### config.mk
export PLATFORM = sky130hd
export DESIGN_NAME = pipelined_adder
export DESIGN_NICKNAME = d
export VERILOG_FILES = /design/src/rtl/pipelined_adder_pkg.sv /design/src/rtl/pipelined_adder_chunk.sv /design/src/rtl/pipelined_adder.sv
export SDC_FILE = /design/constraint.sdc
export NUM_CORES = 1
export LEC_CHECK = 0
export BUFFER_PORTS_ARGS = -buffer_cell sky130_fd_sc_hd__buf_2
export CORE_UTILIZATION = 43
export DETAILED_ROUTE_END_ITERATION = 7
export GPL_ROUTABILITY_DRIVEN = 1
export MAX_ROUTING_LAYER = met4
export SETUP_SLACK_MARGIN = 0.05
export SLEW_MARGIN = 25
export SYNTH_ARGS = -nofsm -noshare
export SYNTH_HDL_FRONTEND = slang
export SYNTH_SLANG_ARGS = --single-unit
### constraint.sdc
create_clock -name clk -period 6.13 [get_ports clk]
set_input_delay 0.3065 -clock clk [delete_from_list [all_inputs] [get_ports clk]]
set_output_delay 0.3065 -clock clk [all_outputs]
set_load 0.01 [all_outputs]
### src/rtl/pipelined_adder_pkg.sv
// Shared definitions for the pipelined adder: mode encodings, default
// geometry and the single-bit full-adder cell used by every chunk.
package pipelined_adder_pkg;

    localparam logic ADD_MODE       = 1'b0;
    localparam logic SUB_MODE       = 1'b1;
    localparam int   DEFAULT_WIDTH  = 32;
    localparam int   DEFAULT_STAGES = 4;

    typedef struct packed {
        logic s;
        logic co;
    } fa_t;

    // One-bit full adder: sum and majority carry.
    function automatic fa_t full_add(input logic a, input logic b, input logic ci);
        fa_t r;
        r.s  = a ^ b ^ ci;
        r.co = (a & b) | (a & ci) | (b & ci);
        return r;
    endfunction

endpackage

### src/rtl/pipelined_adder_chunk.sv
// Combinational CW-bit ripple-carry chunk built from full-adder cells.
// c_msb is the carry into the chunk's top bit; the top chunk uses it to
// form the signed-overflow flag.
module adder_chunk
    import pipelined_adder_pkg::*;
#(
    parameter int CW = 8
) (
    input  logic [CW-1:0] a,
    input  logic [CW-1:0] b,
    input  logic          ci,
    output logic [CW-1:0] s,
    output logic          co,
    output logic          c_msb
);

    logic [CW:0] c_s;
    fa_t         fa_s [CW];

    assign c_s[0] = ci;

    for (genvar i = 0; i < CW; i++) begin : g_bit
        assign fa_s[i]   = full_add(a[i], b[i], c_s[i]);
        assign s[i]      = fa_s[i].s;
        assign c_s[i+1]  = fa_s[i].co;
    end

    assign co    = c_s[CW];
    assign c_msb = c_s[CW-1];

endmodule

### src/rtl/pipelined_adder.sv
// WIDTH-bit adder/subtractor cut into STAGES ripple-carry chunks with a
// register after each chunk. Every stage carries the full operands and the
// partial sum; stage k fills in chunk k using the carry registered by
// stage k-1. The whole pipe advances together when the output slot is
// free or being consumed, so results leave in issue order with no loss.
module pipelined_adder
    import pipelined_adder_pkg::*;
#(
    parameter int WIDTH  = DEFAULT_WIDTH,
    parameter int STAGES = DEFAULT_STAGES
) (
    input  logic             clk,
    input  logic             reset,
    input  logic             in_valid,
    output logic             in_ready,
    input  logic [WIDTH-1:0] a,
    input  logic [WIDTH-1:0] b,
    input  logic             sub,
    input  logic             cin,
    output logic             out_valid,
    input  logic             out_ready,
    output logic [WIDTH-1:0] sum,
    output logic             cout,
    output logic             ovf
);

    localparam int CW = WIDTH / STAGES;

    if ((WIDTH % STAGES) != 0) begin : g_width_check
        $error("pipelined_adder: WIDTH must be a multiple of STAGES");
    end

    logic              adv_s;

    // Per-stage registers and their next-state values.
    logic [STAGES-1:0] vld_q, vld_d;
    logic [STAGES-1:0] cy_q,  cy_d;
    logic [WIDTH-1:0]  a_q [STAGES];
    logic [WIDTH-1:0]  a_d [STAGES];
    logic [WIDTH-1:0]  b_q [STAGES];
    logic [WIDTH-1:0]  b_d [STAGES];
    logic [WIDTH-1:0]  s_q [STAGES];
    logic [WIDTH-1:0]  s_d [STAGES];
    logic              ovf_q, ovf_d;

    // What each stage sees at its input.
    logic [WIDTH-1:0]  a_in_s [STAGES];
    logic [WIDTH-1:0]  b_in_s [STAGES];
    logic [WIDTH-1:0]  s_in_s [STAGES];
    logic [STAGES-1:0] ci_s;
    logic [STAGES-1:0] v_in_s;
    logic [STAGES-1:0] co_s;
    logic [CW-1:0]     cs_s [STAGES];
    logic              top_cmsb_s;

    assign adv_s     = !reset && (!out_valid || out_ready);
    assign in_ready  = adv_s;

    assign out_valid = vld_q[STAGES-1];
    assign sum       = s_q[STAGES-1];
    assign cout      = cy_q[STAGES-1];
    assign ovf       = ovf_q;

    // Stage inputs: stage 0 takes the (mode-adjusted) operands, later stages
    // take their predecessor's registers.
    always_comb begin
        a_in_s[0] = a;
        b_in_s[0] = (sub == SUB_MODE) ? ~b : b;
        ci_s[0]   = (sub == SUB_MODE) ? 1'b1 : cin;
        s_in_s[0] = '0;
        v_in_s[0] = in_valid;
        for (int k = 1; k < STAGES; k++) begin
            a_in_s[k] = a_q[k-1];
            b_in_s[k] = b_q[k-1];
            ci_s[k]   = cy_q[k-1];
            s_in_s[k] = s_q[k-1];
            v_in_s[k] = vld_q[k-1];
        end
    end

    for (genvar k = 0; k < STAGES; k++) begin : g_stage
        if (k == STAGES - 1) begin : g_top
            adder_chunk #(.CW(CW)) u_chunk (
                .a     (a_in_s[k][k*CW +: CW]),
                .b     (b_in_s[k][k*CW +: CW]),
                .ci    (ci_s[k]),
                .s     (cs_s[k]),
                .co    (co_s[k]),
                .c_msb (top_cmsb_s)
            );
        end else begin : g_mid
            logic unused_cmsb_s;
            adder_chunk #(.CW(CW)) u_chunk (
                .a     (a_in_s[k][k*CW +: CW]),
                .b     (b_in_s[k][k*CW +: CW]),
                .ci    (ci_s[k]),
                .s     (cs_s[k]),
                .co    (co_s[k]),
                .c_msb (unused_cmsb_s)
            );
        end
    end

    // Next-state: forward operands, splice this stage's chunk into the sum.
    always_comb begin
        for (int k = 0; k < STAGES; k++) begin
            vld_d[k] = v_in_s[k];
            cy_d[k]  = co_s[k];
            a_d[k]   = a_in_s[k];
            b_d[k]   = b_in_s[k];
            s_d[k]   = s_in_s[k];
            s_d[k][k*CW +: CW] = cs_s[k];
        end
        ovf_d = top_cmsb_s ^ co_s[STAGES-1];
    end

    // Pipeline registers: clear on reset, shift together on advance, else hold.
    always_ff @(posedge clk) begin
        if (reset) begin
            vld_q <= '0;
            cy_q  <= '0;
            ovf_q <= 1'b0;
            for (int k = 0; k < STAGES; k++) begin
                a_q[k] <= '0;
                b_q[k] <= '0;
                s_q[k] <= '0;
            end
        end else if (adv_s) begin
            vld_q <= vld_d;
            cy_q  <= cy_d;
            ovf_q <= ovf_d;
            for (int k = 0; k < STAGES; k++) begin
                a_q[k] <= a_d[k];
                b_q[k] <= b_d[k];
                s_q[k] <= s_d[k];
            end
        end
    end

endmodule

# == Yosys cells after proc, flatten, opt, wreduce, memory -nomap -nowiden ==
# Memory sizes are Yosys's and may differ from the RTL's.
# Index checks and enable logic that the tools add are counted.
# op_classes
bitwise_logic,238
mul,0
shifts,0
add_sub_neg,0
reduce_logical,4
magnitude_cmp,0
div_mod_pow,0
n_eq_ne,0
muxes,19
# op_table
cell,count
2-to-1 mux 32 bit,13
bitwise AND 1 bit,96
OR 1 bit,76
XOR 1 bit,65
NOT 32 bit,1
2-to-1 mux 1 bit,6
zero test 1 bit,2
logical AND 1 bit,1
logical OR 1 bit,1
# word_totals
ram_bits,384
in_bits,70
output_inout_bits,36
romBits,0
register_bits,9
latch_bits,0
n_memories,3
elab_cells,267
# memory_table
name,words,width,read_ports,rd_ports_with_merged_regs,write_ports,line,rtl
a_q,4,32,3,0,4,pipelined_adder.sv:38,logic [WIDTH-1:0] a_q [STAGES];
b_q,4,32,3,0,4,pipelined_adder.sv:40,logic [WIDTH-1:0] b_q [STAGES];
s_q,4,32,4,0,4,pipelined_adder.sv:42,logic [WIDTH-1:0] s_q [STAGES];

# == Logic depth before layout (Yosys ltp) ==
# Gate-level depths: netlist (run 1).
# depth
depth_word,26
ltp_mapped,15
ltp_nobuf,14

# == By module ==
# A second synthesis (run 1) with hierarchy kept.
# hier_totals
hier_cells,523
hier_area_um2,8122.8
# modules_own_cells
module,seq_area_each_um2,cells_each,n_inst,area_each_um2
pipelined_adder,5465.2,451,1,7332.0
adder_chunk,0.0,18,4,197.7

# == Worst setup path before layout (run 1) ==
# OpenSTA, ideal clock, no wires.
# synth_timing
kind,input to register
start,input reset
end,"memory a_q[0][10] (netlist bit), enable pin"
slack_ps,740
t_arrival_ps,4823
required_time_ps,5563
setup_ps,567
cell_stages,2
path_buffers,1
path_cell_list,clkbuf_1 -> nand2b_1
# synth_rtl
item,line,rtl
"start, declared",pipelined_adder.sv:13,"input logic reset,"
"end, declared",pipelined_adder.sv:38,

==> out/metrics.yaml, run 1 <==
final_layout:
  final_cell_mix: "176 x edfxtp_1, 141 x and2_1, 105 x buf_2"
  final_common_cell: "edfxtp_1"
  area_growth_pct: 15.5
  layout.cells.non_filler: 852
  post_route_cells_drive_above_1_share_pct: 22.3
  nNetsFinal: 712
  fin_area_um2: 9060
  antenna_cells: 0
global_route:
  overflow: 0
  grt_max_degree: 143
  grt_use_total_pct: 13.9
  grt_pass1_vias: 3795
  antenna_found_initial: 0
  grt_pass1_wl_um: 18500
sta:
  finalHoldViolations: 0
  hold_slack_ns: 0.141
  skew_ns: 0.00917
  report.final.slew_viol_count: 0
  setup_ws_ns: 2.07
  setup_tns_ns: 0
  worstMarginPinSlew_ns: 0.907
  fin_crit_sh_pct: 66.3
  max_freq_mhz: 246
  maxSlewHeadroom_pct: 39.5
  setup_violations: 0
  period_minus_slack_ns: 4.06
  rsz0062_at_grt: "no"
clock_tree:
  cts_buffers: 17
  cts_tree: "yes"
  clk_latency_ns: 0.42
  postCtsHoldBufs: 0
  clock_sinks: 185
  cts-htree-levels: 4
  clk_path_buf_depth: 2
  clk_pin_slew_ns: 0.07
  cts_resized: 0
  cts_setup_buffers: 0
  cts_root_buf: "clkbuf_16"
placement:
  place_area_um2: 8510
  dp_slack_ns: 1.59
  post-place-cells: 820
  place.gp.congestion: 0.741
  hpwl_um: 7040
  portBuffers: 105
die:
  die_h_um: 137
  core_um2: 17900
  start_util_pct: 43.8
  die_w_um: 137
  rows: 49
  io_pins: 106
  dieArea_um2: 18800
detailed_routing:
  via_per_inst: 4.50
  drt-initial-drc-count: 265
  wl_um: 11600
  topRoutingLayerUsed: "met4"
  drc_errors: 0
  vias: 3832
  wl_per_cell_um: 13.7
  drt-pass1-iter-count: 4
  met1_length_um: 4840
  wl_met3_um: 561
  ant_nets: 0
  met2_length_um: 5960
synthesis:
  netlist-cell-type-count: 20
  synthTopCellsByArea: "edfxtp_1 67%, and2_1 11%, fa_1 8.2%"
  synth_largest_area_cell: "edfxtp_1"
  synth_seq_cells: 185
  yosys.area.top_type_share_pct: 67.4
  seq_area_frac_synth_pct: 69.7
  yosysWarnings: 0
  syn_nets: 610
  synthCells: 508
  syn_avg_cell_area_um2: 15.4
  netlist_area_um2: 7850
worst_setup_path:
  cp_max_fo: 22
  worstPathArrival_ns: 4.24
  start_kind: "input port"
  crit_type: "in -> reg"
  worstPathRequired_ns: 6.31
  end_kind: "register"
power_and_ir_drop:
  power_density_nw_per_um2: 298
  ir_worst_vdd_mv: 0.211
  p_leak_nw: 3.89
run:
  max_cap_violations: 0
status:
  status: "complete, no violations"
min_path:
  hold_path.class: "in -> reg"
## cell usage after synthesis
master / instances
edfxtp_1: 176
or2_2: 1
nand2b_4: 1
fa_1: 32
clkbuf_1: 7
inv_4: 1
a211oi_1: 3
xor2_1: 3
buf_4: 2
and2_1: 141
nor2b_1: 1
xnor2_1: 30
buf_2: 6
inv_1: 28
buf_6: 10
nor2_1: 40
a21oi_1: 5
nand2_1: 10
nand2b_1: 2
dfxtp_1: 9
## per-stage QoR
step / utilization [%] / power (mW)
floorplan: - / 1.65
global placement: 47.5 / 1.71
detailed placement: 47.5 / 1.72
CTS: 50.5 / 2.73
global route: 50.6 / 2.81
finish: 50.6 / 2.70
## cells by family (layout without fill, tap and decap cells)
kind of cell             count (synthesis)  count (layout)  share of synthesized area (%)
XOR/XNOR                                33              33                           3.68
buffers and inverters                   54             169                           3.76
flip-flops                             185             185                           69.7
AND/OR/NAND/NOR                        196             196                           14.1
AO/OA/AOI/OAI                            8               8                          0.606
adder cells (fa/ha/maj)                 32              32                           8.16
## state kept, by name, indices dropped and copies added (netlist names)
signal  cells
s_q        80
a_q        48
b_q        48
cy_q        4
vld_q       4
ovf         1
## path summary, 6_finish.rpt
kind                            from                        to  slack [ns]  cells after the start
min reg2reg    vld_q[1]$_SDFFE_PP0P_     vld_q[1]$_SDFFE_PP0P_        0.45                      2
max reg2reg  a_q[0][8]$_SDFFCE_PN0P_  s_q[0][47]$_SDFFCE_PN0P_        2.29                     12
max                              sub   s_q[0][7]$_SDFFCE_PN0P_        2.07                     13
min                         in_valid     vld_q[0]$_SDFFE_PP0P_        0.14                      3
## layout make-up
| class | count | area (um2) |
|---|---|---|
| inverter | 29 | 114 |
| fill | 1574 | 8840 |
| timing repair buffer | 108 | 556 |
| tap | 229 | 287 |
| clock buffer | 24 | 472 |
| sequential | 185 | 5470 |
| multi-input combinational | 269 | 2100 |
| clock inverter | 8 | 70.1 |
## critical path, stage by stage
cell,delay [ns]
buf_2,0.32
buf_4,0.43
xor2_1,0.22
fa_1,0.19
inv_1,0.05
fa_1,0.41
fa_1,0.42
fa_1,0.42
fa_1,0.43
fa_1,0.39
inv_1,0.08
fa_1,0.41
and2_1,0.14
## routing by layer
metal | vias to the layer above | GRT usage, %
met4 | 0 | 7.08
met2 | 89 | 22.0
met1 | 1841 | 16.3
met3 | 21 | 3.89
li1 | 1881 | -
met5 | - | -
## power by group
group | total [mW] | switching, mW | internal [mW] | leakage, nW
Sequential | 1.50 | 0.0226 | 1.48 | 2.16
Combinational | 0.181 | 0.0927 | 0.0886 | 1.46
Clock | 1.02 | 0.442 | 0.579 | 0.266
Note: power is estimated with default switching activity, not from simulation.
==> run 2, diff against run 1 <==
==> constraint.sdc (replaced) <==
create_clock -name clk -period 3.3 [get_ports clk]
set_input_delay 0.165 -clock clk [delete_from_list [all_inputs] [get_ports clk]]
set_output_delay 0.165 -clock clk [all_outputs]
set_load 0.01 [all_outputs]
==> out/metrics.yaml, run 2 (synthesis results as in run 1) <==
status:
  status: "finished with violations"
  violations: "negative setup slack"
run:
  max_cap_violations: 0  # unchanged
die:
  io_pins: 106  # unchanged
  dieArea_um2: 18800  # unchanged
  die_w_um: 137  # unchanged
  rows: 49  # unchanged
  core_um2: 17900  # unchanged
  die_h_um: 137  # unchanged
  start_util_pct: 43.8  # unchanged
final_layout:
  reg_top3: "s_q: 80 flops, a_q: 48 flops, b_q: 48 flops"
  largest_register_ffs: 80  # unchanged
  antenna_cells: 0  # unchanged
  fin_area_um2: 9300  # +2.7%
  nNetsFinal: 727  # +2.1%
  layout.cells.non_filler: 866  # +1.6%
  regMostFlops: "s_q"
  fin_util_pct: 52.0  # +1.4 points
  post_route_cells_drive_above_1_share_pct: 30.0  # +7.7 points
  final_common_cell: "edfxtp_1"
  area_growth_pct: 18.6
  final_cell_mix: "176 x edfxtp_1, 140 x and2_1, 105 x buf_2"
clock_tree:
  clock_sinks: 185  # unchanged
  cts_buffers: 17  # unchanged
  cts-htree-levels: 4  # unchanged
  clk_path_buf_depth: 2  # unchanged
  cts_tree: "yes"
  clk_pin_slew_ns: 0.07  # about the same
  clk_latency_ns: 0.42  # about the same
  cts_root_buf: "clkbuf_16"
detailed_routing:
  via_per_inst: 4.42  # -1.8%
  drc_errors: 0  # unchanged
  ant_nets: 0  # unchanged
  wl_um: 11500  # -1.6%
  vias: 3824  # -0.21%
  wl_per_cell_um: 13.2  # -3.2%
  drt-initial-drc-count: 215  # -19%
  drt-pass1-iter-count: 4  # unchanged
worst_setup_path:
  worstPathArrival_ns: 3.78  # -0.46 ns
  end_kind: "register"
  worstPathRequired_ns: 3.58  # -2.73 ns
  r2r_setup_slack_ns: -0.20  # -2.49 ns
  start_kind: "register"
  crit_type: "reg -> reg"
  r2r_cells: 12  # unchanged
  cp_max_fo: 1  # -95%
power_and_ir_drop:
  power_density_nw_per_um2: 549  # +84%
  power.switching_fraction_pct: 20.9  # +0.28 points
  combinationalPowerShare_pct: 7.0  # +0.3 points
  intPower_mw: 4.04  # +88%
  p_switching_mw: 1.07  # +92%
  ir_worst_vdd_mv: 0.350  # +66%
  seqPwrFrac_pct: 54.6  # -0.9 points
  p_leak_nw: 3.93  # +1.2%
  p_clk_share_pct: 38.4  # +0.6 points
sta:
  period_minus_slack_ns: 3.50
  rsz0062_at_grt: "yes"
  fin_crit_sh_pct: 106
  setup_ws_ns: -0.200  # -2.27 ns
  report.final.slew_viol_count: 0  # unchanged
  setup_violations: 5  # +5
  skew_ns: 0.00887  # -0.000302 ns
  hold_slack_ns: 0.0194  # -0.122 ns
  maxSlewHeadroom_pct: 40.9  # +1.4 points
  max_freq_mhz: 286
  worstMarginPinSlew_ns: 0.887  # -0.0203 ns
  setup_tns_ns: -0.685  # -0.685 ns
  finalHoldViolations: 0  # unchanged
global_route:
  grt_max_degree: 143  # unchanged
  grt_pass1_wl_um: 18000  # -2.4%
  grt_pass1_vias: 3736  # -1.6%
  overflow: 0  # unchanged
  antenna_found_initial: 0  # unchanged
  grt_use_total_pct: 13.5  # -0.44 points
min_path:
  hold_path.class: "in -> reg"
  hold_depth: 2  # -1
placement:
  place.gp.congestion: 0.751  # +1.4%
  hpwl_um: 7050  # +0.13%
  portBuffers: 105  # unchanged
  place_area_um2: 8630  # +1.5%
  post-place-cells: 828  # +0.98%
==> run 2: cell count changes in the layout (fill, tap and decap cells not counted), sizes merged <==
| cell | delta |
|---|---|
| buf | +8 |
| clkbuf | -7 |
| dlygate4sd3 | +7 |
| inv | +3 |
| bufinv | +1 |
| clkinv | +1 |
| clkinvlp | +1 |
==> run 2: path summary, 6_finish.rpt <==
path,startpoint,end
hold reg to reg,vld_q[0]$_SDFFE_PP0P_,vld_q[0]$_SDFFE_PP0P_
setup reg to reg,a_q[0][48]$_SDFFCE_PN0P_,s_q[0][87]$_SDFFCE_PN0P_
hold / removal,a[28],a_q[0][28]$_SDFFCE_PN0P_
setup / recovery,a_q[0][48]$_SDFFCE_PN0P_,s_q[0][87]$_SDFFCE_PN0P_
==> run 2: through the flow <==
stage               setup slack (ns)  power, mW
finish                        -0.200       5.11
detailed placement            -0.419       3.20
global placement              -0.318       3.19
floorplan                     -0.362       3.08
global route                  -0.342       5.32
CTS                           -0.229       5.18
==> run 2: repair_timing <==
action                     in CTS  in global routing
resized for setup              12                  3
hold buffers                    7                  0
hold endpoints to repair        7                  0
buffers inserted                1                  1
pin swaps                       6                  1
setup endpoints to repair      10                 11
==> run 2: power groups by stage <==
stage | logic (mW) | clock network (mW) | registers [mW]
after detailed placement | 0.359 | 0 | 2.84
after floorplan | 0.236 | 0 | 2.84
final | 0.359 | 1.96 | 2.79
after global routing | 0.416 | 2.10 | 2.81
after global placement | 0.348 | 0 | 2.84
after CTS | 0.368 | 2.02 | 2.79
==> run 2: routing by layer <==
| layer | GRT usage [%] | part of all wire [%] | up-vias |
|---|---|---|---|
| li1 | - | - | 1910 |
| met1 | 15.8 | 44 | 1811 |
| met2 | 21.6 | 50 | 85 |
| met3 | 3.56 | 4.0 | 18 |
| met4 | 6.47 | 2.0 | 0 |
| met5 | - | 0 | - |
==> run 2: final cells by class <==
type	instances	area [um2]
well taps	229	287
multi-input cells	269	2180
clock inverters	14	148
clock buffers	17	425
repair buffers	123	682
flip-flops and latches	185	5470
inverters	29	114
fillers	1501	8600
==> run 2: critical path, cell delays in order, from the launching register on <==
cell,delay [ns]
edfxtp_1,0.38
inv_2,0.07
fa_1,0.18
inv_2,0.05
fa_2,0.34
fa_2,0.36
fa_2,0.35
fa_2,0.35
fa_2,0.37
fa_2,0.34
inv_1,0.07
fa_1,0.40
nor2_1,0.10
